<file path="config.mk">
export PLATFORM = sky130hd
export DESIGN_NAME = stopwatch_core_flat
export DESIGN_NICKNAME = d
export VERILOG_FILES = /design/src/rtl/stopwatch_core_if.sv /design/src/rtl/stopwatch_core.sv /design/src/flat_wrapper.sv
export SDC_FILE = /design/constraint.sdc
export NUM_CORES = 1
export LEC_CHECK = 0
export CORE_MARGIN = 3
export CORE_UTILIZATION = 53
export CTS_CLUSTER_DIAMETER = 50
export DETAILED_ROUTE_END_ITERATION = 10
export DONT_BUFFER_PORTS = 1
export PLACE_DENSITY = 0.83
export SETUP_SLACK_MARGIN = 0.05
export SYNTH_ARGS = -nofsm -noshare
export SYNTH_HDL_FRONTEND = slang
export SYNTH_SLANG_ARGS = --single-unit
</file>
<file path="constraint.sdc">
create_clock -name clk -period 3.1 [get_ports clk]
set_input_delay 0.62 -clock clk [delete_from_list [all_inputs] [get_ports clk]]
set_output_delay 0.62 -clock clk [all_outputs]
set_load 0.005 [all_outputs]
</file>
<file path="src/rtl/stopwatch_core_if.sv">
// Button-level inputs and time/status outputs of the stopwatch timing stage.
// The master side drives the buttons and the slave side is the stopwatch core.
interface stopwatch_core_if;
    logic        start_stop_btn;
    logic        clear_btn;
    logic        lap_btn;
    logic [38:0] time_out;
    logic        running;
    logic        lap_hold;
    logic        saturated;

    modport master (
        output start_stop_btn, clear_btn, lap_btn,
        input  time_out, running, lap_hold, saturated
    );

    modport slave (
        input  start_stop_btn, clear_btn, lap_btn,
        output time_out, running, lap_hold, saturated
    );
endinterface

</file>
<file path="src/rtl/stopwatch_core.sv">
// Stopwatch timing stage: counts 10 ns ticks under a run/pause/saturate FSM.
// Lap hold is built only when STOPWATCH_LAP_EN is defined.
module stopwatch_core #(
    parameter logic [38:0] TICK_STEP = 39'd1,
    parameter logic [38:0] MAX_COUNT = 39'd539999999999
) (
    input  logic             clk,
    input  logic             rst,
    stopwatch_core_if.slave  sw
);
    typedef enum logic [1:0] {S_IDLE, S_RUN, S_PAUSE, S_SAT} state_t;

`ifdef STOPWATCH_LAP_EN
    localparam int NUM_BTN = 3;
`else
    localparam int NUM_BTN = 2;
`endif

    state_t               r_state, w_state_next;
    logic [38:0]          r_count, w_count_next;
    logic [39:0]          w_sum;
    logic [NUM_BTN-1:0]   w_btn, r_btn_prev, w_btn_edge;
    logic                 w_ss_edge, w_clr_edge;
    logic                 w_lap_hold;
    logic [38:0]          w_display;

    logic [38:0]          r_time_out;
    logic                 r_running, r_lap_hold_out, r_saturated;

`ifdef STOPWATCH_LAP_EN
    assign w_btn = {sw.lap_btn, sw.clear_btn, sw.start_stop_btn};
`else
    assign w_btn = {sw.clear_btn, sw.start_stop_btn};
`endif

    // Prev registers start high so a button held through reset gives no edge.
    always_ff @(posedge clk or posedge rst) begin
        if (rst) r_btn_prev <= '1;
        else     r_btn_prev <= w_btn;
    end

    generate
        for (genvar gi = 0; gi < NUM_BTN; gi++) begin : g_edge
            assign w_btn_edge[gi] = w_btn[gi] & ~r_btn_prev[gi];
        end
    endgenerate

    assign w_ss_edge  = w_btn_edge[0];
    assign w_clr_edge = w_btn_edge[1];
    assign w_sum      = {1'b0, r_count} + {1'b0, TICK_STEP};

    always_ff @(posedge clk or posedge rst) begin
        if (rst) begin
            r_state <= S_IDLE;
            r_count <= '0;
        end else begin
            r_state <= w_state_next;
            r_count <= w_count_next;
        end
    end

    // Saturation wins over a stop press in the same cycle; clear wins over all.
    always_comb begin
        w_state_next = r_state;
        w_count_next = r_count;
        case (r_state)
            S_IDLE:  if (w_ss_edge) w_state_next = S_RUN;
            S_RUN: begin
                if (w_sum >= {1'b0, MAX_COUNT}) begin
                    w_count_next = MAX_COUNT;
                    w_state_next = S_SAT;
                end else begin
                    w_count_next = w_sum[38:0];
                    if (w_ss_edge) w_state_next = S_PAUSE;
                end
            end
            S_PAUSE: if (w_ss_edge) w_state_next = S_RUN;
            S_SAT:   w_count_next = MAX_COUNT;
            default: w_state_next = S_IDLE;
        endcase
        if (w_clr_edge) begin
            w_state_next = S_IDLE;
            w_count_next = '0;
        end
    end

`ifdef STOPWATCH_LAP_EN
    logic        r_lap_hold, w_lap_hold_next;
    logic [38:0] r_lap_reg;
    logic        w_lap_ok;

    assign w_lap_ok = w_btn_edge[2] & ((r_state == S_RUN) | (r_state == S_PAUSE));

    always_comb begin
        w_lap_hold_next = r_lap_hold;
        if (w_clr_edge)    w_lap_hold_next = 1'b0;
        else if (w_lap_ok) w_lap_hold_next = ~r_lap_hold;
    end

    always_ff @(posedge clk or posedge rst) begin
        if (rst) begin
            r_lap_hold <= 1'b0;
            r_lap_reg  <= '0;
        end else begin
            r_lap_hold <= w_lap_hold_next;
            if (w_lap_ok && !r_lap_hold && !w_clr_edge) r_lap_reg <= r_count;
        end
    end

    assign w_lap_hold = r_lap_hold;
    assign w_display  = r_lap_hold ? r_lap_reg : r_count;
`else
    assign w_lap_hold = 1'b0;
    assign w_display  = r_count;
`endif

    // Output stage is registered, so every output trails internal state by one cycle.
    always_ff @(posedge clk or posedge rst) begin
        if (rst) begin
            r_time_out     <= '0;
            r_running      <= 1'b0;
            r_lap_hold_out <= 1'b0;
            r_saturated    <= 1'b0;
        end else begin
            r_time_out     <= w_display;
            r_running      <= (r_state == S_RUN);
            r_lap_hold_out <= w_lap_hold;
            r_saturated    <= (r_state == S_SAT);
        end
    end

    assign sw.time_out  = r_time_out;
    assign sw.running   = r_running;
    assign sw.lap_hold  = r_lap_hold_out;
    assign sw.saturated = r_saturated;
endmodule

</file>
<file path="src/flat_wrapper.sv">
// flat-port wrapper written by rule: the top's interface ports become plain ports
module stopwatch_core_flat 
#(
    parameter logic [38:0] TICK_STEP = 39'd1,
    parameter logic [38:0] MAX_COUNT = 39'd539999999999
)
  (clk, rst, sw_start_stop_btn, sw_clear_btn, sw_lap_btn, sw_time_out, sw_running, sw_lap_hold, sw_saturated);
  stopwatch_core_if sw_i ();
  input  logic clk;
  input  logic rst;
  input wire logic [$bits(sw_i.start_stop_btn)-1:0] sw_start_stop_btn;
  input wire logic [$bits(sw_i.clear_btn)-1:0] sw_clear_btn;
  input wire logic [$bits(sw_i.lap_btn)-1:0] sw_lap_btn;
  output wire logic [$bits(sw_i.time_out)-1:0] sw_time_out;
  output wire logic [$bits(sw_i.running)-1:0] sw_running;
  output wire logic [$bits(sw_i.lap_hold)-1:0] sw_lap_hold;
  output wire logic [$bits(sw_i.saturated)-1:0] sw_saturated;
  assign sw_i.start_stop_btn = sw_start_stop_btn;
  assign sw_i.clear_btn = sw_clear_btn;
  assign sw_i.lap_btn = sw_lap_btn;
  assign sw_time_out = sw_i.time_out;
  assign sw_running = sw_i.running;
  assign sw_lap_hold = sw_i.lap_hold;
  assign sw_saturated = sw_i.saturated;
  stopwatch_core #(.TICK_STEP(TICK_STEP), .MAX_COUNT(MAX_COUNT)) u_core (.clk(clk), .rst(rst), .sw(sw_i));
endmodule
</file>
[Yosys cells after proc, flatten, opt, wreduce, memory -nomap -nowiden]
Index checks and enable logic that the tools add are counted.
Operators by class
  add/sub/neg operators: 1
  $lt $le $gt $ge: 1
  equality and inequality tests: 5
  mux-type cells: 8
  bitwise gates (word level): 4
  reductions and logical operators: 5
Operator list (number)
  $mux 39: 2
  $pmux 39 s2: 1
  $add 39x1->40 const B: 1
  $ge 40x39->1 const B: 1
  $mux 2: 4
  $reduce_bool 3->1: 2
  $eq 2x2->1 const B: 2
  $ne 4x1->1 const B: 1
  $pmux 2 s2: 1
  $ne 3x1->1 const B: 1
  $reduce_and 3->1: 1
  $and 1x1->1: 2
  $eq 2x1->1 const B: 1
  $logic_not 2->1: 1
  $not 1->1: 2
  $reduce_or 2->1: 1
Word-level totals
  register bits: 84
  bits of input ports: 5
  output and inout port bits: 42
  word-level logic and storage cells: 30

[Depth between registers and ports, before layout]
Gate-level depths: netlist (run 1).
  depth in word-level cells: 6
  mapped depth: 15
  mapped depth without buffers: 11

[Worst setup path after synthesis (run 1)]
No wires, ideal clock.
  kind: register to register
  start: register u_core.r_count[0]
  end: register u_core.r_count[10]
  library setup time: 0.141 ns
  data arrival time: 3.266 ns
  data required time: 2.959 ns
  setup slack: -0.306 ns
  cell stages (with the launch flop): 15
  buffers on the path: 3
  period minus slack after synthesis: 3.406 ns
  cell sequence: dfrtp_1 ha_1 clkbuf_1 nand3_1 or4_1 buf_2 or4_1 a21oi_1 o221ai_2 o311ai_2 a21oi_2 a2bb2oi_4 o211ai_4 buf_6 o21ai_2
On the way
  longest elaborated chain between the ends: 5
RTL lines
  start: declaration: line stopwatch_core.sv:20  | logic [38:0] r_count, w_count_next;
  start signal: assignment: line stopwatch_core.sv:58  | r_count <= w_count_next;
  $add 39x1->40 (*): line stopwatch_core.sv:50  | assign w_sum = {1'b0, r_count} + {1'b0, TICK_STEP};
  $ge 40x39->1: line stopwatch_core.sv:69  | if (w_sum >= {1'b0, MAX_COUNT}) begin
  $mux 39 (*): line stopwatch_core.sv:69
  $pmux 39 s2 (*): line stopwatch_core.sv:66  | case (r_state)
  $mux 39 (*): line stopwatch_core.sv:81  | if (w_clr_edge) begin
Every way passes the cells marked *; elsewhere a longest branch is shown, timed or not.
A chain may end at the register's enable or synchronous reset.

[Worst setup path after layout (run 1)]
  start: register u_core.r_count[5]
  end: register u_core.r_count[5]
The elaborated chain is that of the path after synthesis.

==> flow_summary.toml, run 1 <==
[detailed_routing]
vias = 3664
drtAntennaViolNets = 0
via_per_inst = 6.26
drc = 0
wl_per_cell_microns = 19.7
initialDrtViolationCount = 352
drtPass1Iterations = 5
drt_wl_total_mm = 11.5

[power]
power_uw = 2530
clock_power_share_pct = 31.6
p_leak_uw = 0.00241
power_frac_comb_pct = 17.1
seqPwrFrac_pct = 51.2
power_density_nw_per_um2 = 474
p_int_uw = 1810
p_switching_uw = 722
switching_share_pct = 28.5
max-vdd-ir-drop_v = 0.000331

[place]
dpl.hpwl_mm = 7.37
port-buffer-count = 0
post-place-ws_ns = -0.229
gp_congestion = 0.917
placedCellCount = 555

[sta]
fin_crit_sh_pct = 107
rsz0062_at_grt = "yes"
min_period_ns = 3.31
relSlewSlack_pct = 46.7
hold_violations = 0
fin_ws_ns = -0.207
final_max_slew_viol_count = 0
fin_skew_ns = 0.00875
finalSetupViolCount = 41
fmax_ghz = 0.302
worst_pin_slew_ns = 0.797

[synthesis]
yosys.area.top_type = "dfrtp_1"
seq_area_frac_synth_pct = 49.4
synth-edff-count = 0
synth_common_cells = "dfrtp_1 (82), nand2_1 (36), nand3_1 (22), xor2_1 (22), o21ai_2 (20)"
synth.ff_latch_count = 84
synthArstFlopShare_pct = 100
syn-cell-area_sq_um = 4260
ys_types = 63
syn_nets = 421
synth_warnings = 0
syn_area_per_cell_sq_um = 10.3
synth_flop_cell = "dfrtp_1"
yosysMostFrequentCell = "dfrtp_1"
synth_top_cell_area_share_pct = 48.2
synth_area_leaders = "dfrtp_1 (48%), xor2_1 (4.5%), o21ai_2 (4.1%), xnor2_1 (3.5%), nand2_1 (3.2%)"
postSynthCellCount = 414

[layout]
final_cells = 585
multiInputGateArea_sq_um = 2160
area_growth_pct = 25.4
fillCellCount = 569
antenna_cells = 0
drive_above_1_share_pct = 33.1
ff_latch_area_sq_um = 2100
num-nets-final = 485

[setup_path]
timing.rr.end = "u_core.r_count[5]"
path_class = "reg -> reg"
cp.arrival_ns = 3.60
end_kind = "register"
reg2reg_from = "u_core.r_count[5]"
cp-start-kind = "register"
path_max_fanout = 9
required_ns = 3.39
reg2reg_slack_ns = -0.21
reg2regPathDepth = 14

[die]
ios = 47
die_h_microns = 95.6
die_x_microns = 95.6
dieArea_sq_um = 9150
core_area_sq_um = 7770
row_count = 32
initial_utilization_pct = 54.8

[cts]
cts_tree = "done"
cts_buffer_depth = 2
h-tree-depth = 3
cts-root-buf = "clkbuf_8"
cts_hold_buf = 0
insertion_delay_ns = 0.36
clock-sinks = 84
cts_buffers = 9
clkTransAtPathRegs_ns = 0.08

[grt]
grt_antenna_before_repair = 0
grt_pass1_vias = 3474
grt_usage_pct = 25.3
grt_max_degree = 46
grt_pass1_wl_mm = 17.6
overflow = 0

[status]
outcome = "complete, but fails checks"
violations = "setup timing"

[flow_run]
maxCapViolCount = 0

[worst_hold_path]
hp-class = "in -> async"
[stage by stage]
stage	hold slack (ns)	utilization [%]	TNS, ns	instance area [sq um]
floorplan	0.349	-	-3.32	4390
global placement	0.439	62.8	-4.65	4880
detailed placement	0.445	62.8	-5.36	4880
CTS	0.248	67.6	-2.31	5250
global route	0.237	68.8	-7.35	5340
finish	0.227	68.8	-5.28	5340
[state kept, by name, indices dropped and copies added (netlist names)]
| register | count |
|---|---|
| u_core.sw.running | 1 |
| u_core.sw.saturated | 1 |
| u_core.r_count | 39 |
| u_core.r_state | 2 |
| u_core.r_btn_prev | 2 |
| u_core.sw.time_out | 39 |
[layout by cell type (no fill, tap or decap), types with 3 or more instances in the layout]
master,synthesis,final
or2_2,4,4
dfrtp_1,82,82
or4_4,0,3
nor3_1,13,8
xor2_1,22,22
nor2_1,19,18
nor4_1,14,10
o32ai_1,3,3
clkbuf_1,13,3
nor3_2,0,4
o21ai_2,20,22
and3_1,10,10
a211oi_2,0,4
a21o_1,7,7
nand4_1,12,12
nor2b_1,4,3
nand2_1,36,36
and4_1,5,5
xnor2_1,17,17
a21oi_1,7,6
buf_4,2,68
a211oi_1,7,3
o21ai_1,3,3
buf_6,3,9
nor4_2,0,3
nand2b_1,4,4
o31a_1,3,3
clkbuf_8,0,11
nand3_1,22,20
inv_1,8,7
or3_1,4,4
o21ai_0,14,12
[worst max path at each step]
stage                            startpoint  cells after the start                 end  slack [ns]
final                     u_core.r_count[5]                     14   u_core.r_count[5]       -0.21
after global routing      u_core.r_count[0]                     14   u_core.r_count[5]       -0.26
after floorplan           u_core.r_count[0]                     14  u_core.r_count[10]       -0.15
after global placement    u_core.r_count[0]                     13  u_core.r_count[24]       -0.20
after detailed placement  u_core.r_count[0]                     13  u_core.r_count[24]       -0.23
after CTS                 u_core.r_count[4]                     14  u_core.r_count[12]       -0.11
[layer usage]
metal | share of wire [%] | wire length (microns) | vias up | track usage [%]
met5 | 0 | 0 | - | 0
met2 | 49 | 5680 | 198 | 40.2
met3 | 7.4 | 854 | 34 | 6.31
met4 | 2.9 | 331 | 0 | 9.60
met1 | 40 | 4660 | 1804 | 33.3
li1 | - | - | 1628 | -
[kinds of logic (layout without fill, tap and decap cells)]
family                   count (synthesis)  in the layout  share of synthesized area (%)
AO/OA/AOI/OAI                           85             85                           15.8
XOR/XNOR                                39             39                           8.02
adder cells (fa/ha/maj)                  2              2                          0.588
buffers and inverters                   37            106                           4.26
flip-flops                              84             84                           49.4
multiplexers                             2              2                          0.500
other                                    1              1                         0.0881
AND/OR/NAND/NOR                        164            164                           21.4
[power groups by stage]
stage | clock, uW | sequential (uW) | combinational (uW)
finish | 800 | 1300 | 433
global route | 864 | 1310 | 468
CTS | 807 | 1290 | 401
detailed placement | 0 | 1310 | 371
global placement | 0 | 1310 | 357
floorplan | 0 | 1300 | 252
[repair_timing]
| action | 4_1_cts | 5_1_grt |
|---|---|---|
| gates cloned | 1 | 1 |
| setup buffers | 8 | 4 |
| pin swaps | 4 | 5 |
| setup endpoints to repair | 41 | 41 |
| resized for setup | 19 | 7 |
| endpoints found under the hold margin | 0 | 0 |
[worst max-delay path, cell delays in order (launching register included)]
cell       delay [ns]
dfrtp_1          0.45
nand4_2          0.15
or4_4            0.57
buf_8            0.16
nor3_4           0.15
mux2_4           0.33
a41oi_4          0.23
o311ai_2         0.15
a21oi_2          0.18
a2bb2oi_4        0.24
buf_6            0.14
o211ai_4         0.08
buf_4            0.18
buf_16           0.15
o21ai_2          0.06
[layout make-up]
type | count | share of cell area (%)
inverter | 8 | 0.586
timing repair buffer | 82 | 13.5
multi-input combinational | 293 | 40.5
sequential | 84 | 39.4
clock inverter | 2 | 0.656
tap | 102 | 2.39
clock buffer | 14 | 3.05
No activity file was read; power rests on OpenSTA's default activity.
==> run 2, diff against run 1 <==
ABC_AREA = 1   (was unset)
CORE_ASPECT_RATIO = 1.75   (was unset)
CORE_UTILIZATION = 30   (was 53)
PLACE_DENSITY = 0.57   (was 0.83)
==> run 2 against run 1 <==
The flow now finishes without violations. Flip-flop and latch count unchanged. Cell count up 39%. Utilization down 33 points. Power up 57%. Area after synthesis up 6.8%. Cell area down 3.2%. Sequential power up 32%.
==> flow_summary.toml, run 2 <==
[layout]
ff_latch_area_sq_um = 2100
num-nets-final = 638
final_cells = 816
drive_above_1_share_pct = 11.5
stdcell_area_sq_um = 5170
fillCellCount = 1527
multiInputGateArea_sq_um = 2110
antenna_cells = 0
final_cell_mix = "nand2_1 (249), dfrtp_1 (82), nor2_1 (71)"
area_growth_pct = 13.7
mostFrequentLayoutCell = "nand2_1"

[setup_path]
cp_common_cell = "nand2_1"
path_class = "reg -> reg"
worstPathCellList = "ha_1 > nand2_2 > nor2_4 > nand2_4 > nor2_8 > nand2_1 > nand2_1 > nand2_1 > nor2_1 > nand3_1 > nand2_1 > nand2_1 > nand2_2 > nand2_4 > nor2_8 > buf_12 > nand2_1 > nand2_1 > nand2_1"
cpPeakStageDelay_ns = 0.36
path_max_fanout = 14
end_kind = "register"
crit_path_top_delay_cell = "dfrtp_1"
cp.arrival_ns = 3.00
required_ns = 3.32
cp-start-kind = "register"

[die]
die_x_microns = 99.1
dieArea_sq_um = 16700
row_count = 58
core_area_sq_um = 14600
die_h_microns = 169
initial_utilization_pct = 31.2
ios = 47

[place]
place_area_sq_um = 4800
gp_congestion = 0.934
dpl.hpwl_mm = 9.85
placedCellCount = 796
port-buffer-count = 0

[sta]
min_period_ns = 2.78
worst_pin_slew_ns = 0.616
finalSetupViolCount = 0
fin_skew_ns = 0.0102
setup_tns_ns = 0
fmax_ghz = 0.360
rsz0062_at_grt = "yes"
holdWs_ns = 0.146
fin_crit_sh_pct = 89.7
relSlewSlack_pct = 58.7
hold_violations = 0
final_max_slew_viol_count = 0

[grt]
grt_pass1_wl_mm = 20.4
grt_max_degree = 43
grt_antenna_before_repair = 0
overflow = 0
grt_usage_pct = 15.9
grt_pass1_vias = 3857

[synthesis]
yosys.area.top_type = "dfrtp_1"
synth_flop_cell = "dfrtp_1"
synth-edff-count = 0
postSynthCellCount = 617
seq_area_frac_synth_pct = 46.3
synth.ff_latch_count = 84
synthArstFlopShare_pct = 100
syn_area_per_cell_sq_um = 7.37
syn_nets = 624
synth_top_cell_area_share_pct = 45.1
synth_warnings = 0
ys_types = 36
synth_area_leaders = "dfrtp_1 (45%), nand2_1 (21%), inv_1 (5.9%), nor2_1 (5.9%), nand3_1 (3.7%)"
yosysMostFrequentCell = "nand2_1"
synth_common_cells = "nand2_1 (249), dfrtp_1 (82), inv_1 (71), nor2_1 (71), nand3_1 (34)"
syn-cell-area_sq_um = 4550

[cts]
insertion_delay_ns = 0.34
cts_buffers = 9
clock-sinks = 84
cts_tree = "done"
clkTransAtPathRegs_ns = 0.06
h-tree-depth = 3
cts_buffer_depth = 2
cts_hold_buf = 0
cts-root-buf = "clkbuf_16"

[power]
power_uw = 3970
p_switching_uw = 1480
switching_share_pct = 37.2
power_frac_comb_pct = 27.1
max-vdd-ir-drop_v = 0.000243
p_int_uw = 2490
clock_power_share_pct = 29.6
seqPwrFrac_pct = 43.3
power_density_nw_per_um2 = 768
p_leak_uw = 0.00260

[detailed_routing]
wl_per_cell_microns = 15.8
initialDrtViolationCount = 196
drtAntennaViolNets = 0
via_per_inst = 4.65
drc = 0
drt_wl_total_mm = 12.9
vias = 3794
drtPass1Iterations = 4

[flow_run]
maxCapViolCount = 0

[worst_hold_path]
hp-class = "in -> async"

[status]
outcome = "finished, final reports clean"
[run 2: path summary, 6_finish.rpt]
kind	start	to	slack (ns)	cells after the start
setup / recovery	u_core.r_count[1]	u_core.r_count[23]	0.32	19
hold / removal	rst	u_core.sw.time_out[9]	0.15	1
setup reg to reg	u_core.r_count[1]	u_core.r_count[23]	0.32	19
max in group asynchronous	rst	u_core.r_count[12]	2.34	2
min in group clk	sw_clear_btn	u_core.r_btn_prev[1]	0.28	0
hold reg to reg	u_core.r_count[21]	u_core.sw.time_out[21]	0.46	0
[run 2: logic make-up after synthesis]
kind of cell	after synthesis	share of synthesized area (%)
and+or+nand+nor	413	41.3
xor gates and xnor gates	2	0.385
other	1	0.0825
buffers and inverters	83	7.38
DFF	84	46.3
adders and majority gates	2	0.550
AOI/OAI and AO/OA	32	4.05
[run 2: layer usage]
metal / share of wire, % / wire (microns) / vias to the layer above / global-route usage (%)
li1: - / - / 1929 / -
met1: 37 / 4810 / 1787 / 16.2
met3: 2.1 / 267 / 21 / 2.72
met2: 57 / 7320 / 57 / 30.5
met5: 0 / 0 / - / 0
met4: 3.8 / 485 / 0 / 7.67
[run 2: through the flow]
stage,utilization (%),setup WS [ns]
global route,35.4,0.0317
finish,35.4,0.320
floorplan,-,0.318
global placement,32.9,0.280
detailed placement,32.9,0.249
CTS,35.1,0.225
[run 2: worst max-delay path, delay by kind of cell, from the launching register on]
kind / cells / cell delay (ns)
adders and majority gates: 1 / 0.26
buffers and inverters: 1 / 0.17
and+or+nand+nor: 17 / 1.85
DFF: 1 / 0.36
[run 2: final cells by class]
type                       count  area share [%]
clock buffer                  11            4.70
clock inverter                 5            1.62
inverter                      75            5.47
multi-input combinational    450            40.8
sequential                    84            40.7
tap                          180            4.36
timing repair buffer          11            2.32
[run 2: what timing repair did]
action,in CTS,in global routing
setup endpoints to repair,0,21
gates resized for setup,0,1
buffers inserted,0,4
[run 2: power by group through the flow]
stage	Combinational (uW)	Sequential, uW	Clock, uW
global route	1220	1770	1260
detailed placement	1050	1750	0
finish	1080	1720	1170
global placement	1030	1740	0
floorplan	788	1630	0
CTS	1050	1730	1200
